===== config.mk =====
export PLATFORM = sky130hd
export DESIGN_NAME = pc_flag_unit
export DESIGN_NICKNAME = d
export VERILOG_FILES = /design/src/rtl/wisc_pkg.sv /design/src/rtl/CLA.sv /design/src/rtl/branch_cond.sv /design/src/rtl/pc_flag_unit.sv
export SDC_FILE = /design/constraint.sdc
export NUM_CORES = 1
export LEC_CHECK = 0
export BUFFER_PORTS_ARGS = -buffer_cell sky130_fd_sc_hd__buf_2
export CORE_MARGIN = 10
export CORE_UTILIZATION = 47
export DETAILED_ROUTE_END_ITERATION = 12
export PLACE_DENSITY = 0.83
export SETUP_SLACK_MARGIN = 0.02
export SLEW_MARGIN = 20
export SYNTH_ARGS = -nofsm -noshare
export SYNTH_HDL_FRONTEND = slang
export SYNTH_SLANG_ARGS = --single-unit

===== constraint.sdc =====
create_clock -name clk -period 5.5 [get_ports clk]
set_input_delay 0.275 -clock clk [delete_from_list [all_inputs] [get_ports clk]]
set_output_delay 0.275 -clock clk [all_outputs]
set_load 0.01 [all_outputs]

===== src/rtl/wisc_pkg.sv =====
// Shared constants for the WISC execute/fetch boundary: branch condition codes,
// reset PC and the halt state encoding.
package wisc_pkg;

    localparam logic [2:0] CCC_NE  = 3'b000;
    localparam logic [2:0] CCC_EQ  = 3'b001;
    localparam logic [2:0] CCC_GT  = 3'b010;
    localparam logic [2:0] CCC_LT  = 3'b011;
    localparam logic [2:0] CCC_GTE = 3'b100;
    localparam logic [2:0] CCC_LTE = 3'b101;
    localparam logic [2:0] CCC_OV  = 3'b110;
    localparam logic [2:0] CCC_UNC = 3'b111;

    localparam logic [15:0] PC_RESET = 16'h0000;

    typedef enum logic {
        ST_RUN  = 1'b0,
        ST_HALT = 1'b1
    } halt_state_e;

endpackage


===== src/rtl/CLA.sv =====
// 16-bit carry-lookahead adder/subtractor built from four 4-bit lookahead groups.
// Sub=1 computes A - B; Ovfl flags signed overflow.
module CLA (
    input  logic [15:0] A,
    input  logic [15:0] B,
    input  logic        sub,
    output logic [15:0] Sum,
    output logic        Ovfl
);

    logic [15:0] b_eff;
    logic [15:0] g;
    logic [15:0] p;
    logic [16:0] c;

    assign b_eff = B ^ {16{sub}};
    assign g     = A & b_eff;
    assign p     = A ^ b_eff;

    always_comb begin
        logic [4:0] cg;
        logic       gg;
        logic       gp;
        c     = '0;
        cg    = '0;
        cg[0] = sub;
        for (int j = 0; j < 4; j++) begin
            gg = g[4*j+3]
               | (p[4*j+3] & g[4*j+2])
               | (p[4*j+3] & p[4*j+2] & g[4*j+1])
               | (p[4*j+3] & p[4*j+2] & p[4*j+1] & g[4*j]);
            gp = &p[4*j +: 4];
            cg[j+1] = gg | (gp & cg[j]);
            // Bit carries inside a group hang off that group's lookahead carry-in.
            c[4*j] = cg[j];
            for (int k = 0; k < 3; k++) begin
                c[4*j+k+1] = g[4*j+k] | (p[4*j+k] & c[4*j+k]);
            end
        end
        c[16] = cg[4];
    end

    assign Sum  = p ^ c[15:0];
    assign Ovfl = (A[15] ~^ b_eff[15]) & (Sum[15] ^ A[15]);

endmodule


===== src/rtl/branch_cond.sv =====
// Decodes the 3-bit branch condition code against the registered Z/V/N flags.
module branch_cond
    import wisc_pkg::*;
(
    input  logic [2:0] ccc,
    input  logic       flag_z,
    input  logic       flag_v,
    input  logic       flag_n,
    output logic       cond_met
);

    always_comb begin
        cond_met = 1'b0;
        unique case (ccc)
            CCC_NE:  cond_met = ~flag_z;
            CCC_EQ:  cond_met = flag_z;
            CCC_GT:  cond_met = ~flag_z & ~flag_n;
            CCC_LT:  cond_met = flag_n;
            CCC_GTE: cond_met = flag_z | ~flag_n;
            CCC_LTE: cond_met = flag_n | flag_z;
            CCC_OV:  cond_met = flag_v;
            CCC_UNC: cond_met = 1'b1;
            default: cond_met = 1'b0;
        endcase
    end

endmodule


===== src/rtl/pc_flag_unit.sv =====
// Program counter and Z/V/N flag stage: sequential fetch, PC-relative and
// register branches, and a sticky halt that freezes the PC until reset.
module pc_flag_unit
    import wisc_pkg::*;
(
    input  logic        clk,
    input  logic        rst_n,
    input  logic        en,
    input  logic [15:0] alu_result,
    input  logic        alu_ovfl,
    input  logic        flag_wr_all,
    input  logic        flag_wr_z,
    input  logic        branch,
    input  logic        branch_reg,
    input  logic [2:0]  ccc,
    input  logic [8:0]  imm9,
    input  logic [15:0] rs_data,
    input  logic        halt,
    output logic [15:0] pc,
    output logic [15:0] pc_plus2,
    output logic        flag_z,
    output logic        flag_v,
    output logic        flag_n,
    output logic        taken,
    output logic        halted
);

    halt_state_e state;
    logic [15:0] br_offset;
    logic [15:0] br_target;
    logic [15:0] next_pc;
    logic        cond_met;
    logic        ovfl_inc;
    logic        ovfl_tgt;
    logic        unused_ovfl;

    // Word offset scaled to bytes; wrap-around of the target add is intentional.
    assign br_offset   = {{6{imm9[8]}}, imm9, 1'b0};
    assign unused_ovfl = ovfl_inc ^ ovfl_tgt;
    assign halted      = (state == ST_HALT);

    CLA u_pc_inc (
        .A    (pc),
        .B    (16'h0002),
        .sub  (1'b0),
        .Sum  (pc_plus2),
        .Ovfl (ovfl_inc)
    );

    CLA u_br_add (
        .A    (pc_plus2),
        .B    (br_offset),
        .sub  (1'b0),
        .Sum  (br_target),
        .Ovfl (ovfl_tgt)
    );

    branch_cond u_cond (
        .ccc      (ccc),
        .flag_z   (flag_z),
        .flag_v   (flag_v),
        .flag_n   (flag_n),
        .cond_met (cond_met)
    );

    assign taken = (branch | branch_reg) & cond_met & en & ~halted & ~halt;

    always_comb begin
        next_pc = pc_plus2;
        if (halted || halt || !en) begin
            next_pc = pc;
        end else if (taken && branch_reg) begin
            next_pc = rs_data;
        end else if (taken) begin
            next_pc = br_target;
        end
    end

    always_ff @(posedge clk) begin
        if (!rst_n) begin
            pc     <= PC_RESET;
            flag_z <= 1'b0;
            flag_v <= 1'b0;
            flag_n <= 1'b0;
            state  <= ST_RUN;
        end else begin
            pc <= next_pc;
            // Flags still update on the HLT cycle itself; only the halted state blocks them.
            if (en && state == ST_RUN) begin
                if (flag_wr_all) begin
                    flag_z <= (alu_result == 16'h0000);
                    flag_v <= alu_ovfl;
                    flag_n <= alu_result[15];
                end else if (flag_wr_z) begin
                    flag_z <= (alu_result == 16'h0000);
                end
                if (halt) begin
                    state <= ST_HALT;
                end
            end
        end
    end

endmodule


==> flow_summary.toml <==
[run_status]
outcome = "finished clean"

[critical_path]
setup.worst_path.start = "pc[3]$_SDFFE_PN0N_"
criticalPathCategory = "register to register"
arrival_ps = 4790
startpoint_type = "register"
worstPathRequired_ps = 5710
crit_fanout = 5
r2r-start = "pc[3]$_SDFFE_PN0N_"
cp-end-kind = "register"

[place]
gp_congestion = 0.882
portBuffers = 89
dp.final_hpwl_mm = 4.93
dpl_cell_area_um2 = 2400

[clocking]
clk_latency_ps = 270
htree_num_levels = 1
cts_max_path_buffers = 2
cts_setup_buffers = 0
cts_buffers = 3
clockRootBuffer = "clkbuf_8"
ctsHoldBuffers = 0
cts.sinks = 20
cts-resized-gates = 0
tritoncts = "done"
clk_pin_slew_ps = 90

[logic_synthesis]
synth.top_cell.area_share_pct = 20.7
ys.flop_type = "dfxtp_1"
ys_seq_elements = 20
synthTopCellsByCount = "23 x nand2_1, 21 x ha_1, 20 x dfxtp_1, 20 x inv_1"
synth_cells = 219
netlist_area_um2 = 1940
syn_area_per_cell_um2 = 8.85
synth.area.top_cells = "dfxtp_1 21%, ha_1 14%, fa_1 10%"
synth_edf_count = 0
synth_area_leader_cell = "dfxtp_1"
synth.distinct_cells = 49
yosys_warnings = 0
yosysMostFrequentCell = "nand2_1"
ys_seq_area_share_pct = 20.7
synth_nets = 303
synthArstFlopShare_pct = 0

[timing]
slew_headroom_pct = 33.1
fmax_mhz = 218
fin_skew_ps = 10.8
tns_ps = 0
fin_crit_sh_pct = 83.4
grt_setup_unrepaired = "no"
period_needed_ps = 4590
finalSetupViolations = 0
worstMarginPinSlew_ps = 1000
hold_viol_final = 0
drv_slew = 0

[drt]
vias = 1988
drt-total-wl_mm = 6.10
vias_per_cell = 5.63
first_iter_violations = 107
avgRoutedWirePerCell_um = 17.3
drc = 0
first_pass_iters = 4
ant_nets = 0

[layout]
drive_above_1_share_pct = 33.3
seqCellArea_um2 = 400
area_growth_pct = 27.3
nets = 388
multiInputGateArea_um2 = 1410
fillers = 371
insertedDiodeCount = 0
stdcell_area_um2 = 2470

[global_route]
grt_max_degree = 17
grt_pass1_vias = 2039
grt_pass1_wl_mm = 9.89
overflow = 0
antenna_found_initial = 0
grt_usage_pct = 16.4

[die]
start_util_pct = 48.5
rows = 23
die-area_um2 = 7090
die_h_um = 84.2
die_w_um = 84.2
core_area_um2 = 4000
io_pins = 90

[run]
maxCapViolCount = 0

[power]
ir_drop_mv = 0.103
p_leak_nw = 1.31
p_per_area_nw_per_um2 = 187

[hold_path]
min_path_type = "primary input to register"
min_from = "alu_ovfl"
-- flip-flops by register name (all words and copies together), names as in the netlist --
signal	count
pc	16
flag_n	1
flag_v	1
flag_z	1
halted	1
-- power by group --
part	leakage, nW	internal [mW]	switching [mW]
clock	0.0357	0.0974	0.0554
sequential	0.163	0.152	0.00860
combinational	1.11	0.0654	0.0819
-- layout make-up --
| cell class | count | share of cell area (%) |
|---|---|---|
| sequential | 20 | 16.2 |
| timing repair buffer | 89 | 18.1 |
| clock inverter | 1 | 1.22 |
| inverter | 20 | 3.04 |
| clock buffer | 3 | 1.67 |
| tap | 50 | 2.54 |
| multi-input combinational | 170 | 57.3 |
-- stage by stage --
stage	worst slack, ps	utilization, %	hold WS (ps)	cells	power [mW]
final	915	61.7	266	353	0.461
after global routing	488	61.7	288	353	0.484
after CTS	930	61.7	271	353	0.462
after detailed placement	987	59.9	458	349	0.311
after global placement	1160	59.9	446	349	0.307
after floorplan	1250	-	424	219	0.254
-- critical path, stage by stage (launching register included) --
cell and delay, ps:
dfxtp_1 370, nand3_1 160, inv_1 60, ha_1 180
ha_1 180, ha_1 340, ha_1 330, nand3_1 80
o21ai_0 140, a21oi_1 130, o21ai_0 180, o21ai_0 140
fa_1 430, fa_1 440, fa_1 450, xnor2_1 200
a21oi_1 120, o311a_1 290, o21ai_1 120, o2111a_1 190
-- kinds of logic after synthesis --
group	count (synthesis)	share of synthesized area, %
AOI/OAI and AO/OA	66	27.5
xor gates and xnor gates	8	3.62
adders and majority gates	32	24.5
buffers and inverters	29	6.45
DFF	20	20.7
and+or+nand+nor	64	17.3
-- final timing paths --
kind	slack [ps]	end	cells after the start
setup / recovery	910	pc[15]$_SDFFE_PN0N_	19
hold / removal	270	flag_v$_SDFFE_PN0P_	3
setup reg to reg	910	pc[15]$_SDFFE_PN0N_	19
hold reg to reg	460	pc[13]$_SDFFE_PN0N_	2
-- layout by cell type, fill, tap and decap left out, types with 4 or more instances in the layout --
cell type	count
nand2_1	23
o21ai_1	5
inv_1	20
fa_1	10
nor2b_1	9
nand2b_1	5
a21oi_1	6
a2bb2oi_1	10
nand4_1	5
o21ai_0	7
xor2_1	6
dfxtp_1	20
nor2_1	4
ha_1	21
nand3_1	6
buf_2	89
o221ai_1	8
nor4_1	4
-- layer usage --
metal | up-vias | wire, um | GRT usage (%)
met5 | - | 0 | 0
met4 | 0 | 82 | 5.48
met3 | 7 | 408 | 2.32
met2 | 69 | 3030 | 28.8
met1 | 939 | 2580 | 19.8
li1 | 973 | - | -
(Power assumes the default switching activity.)
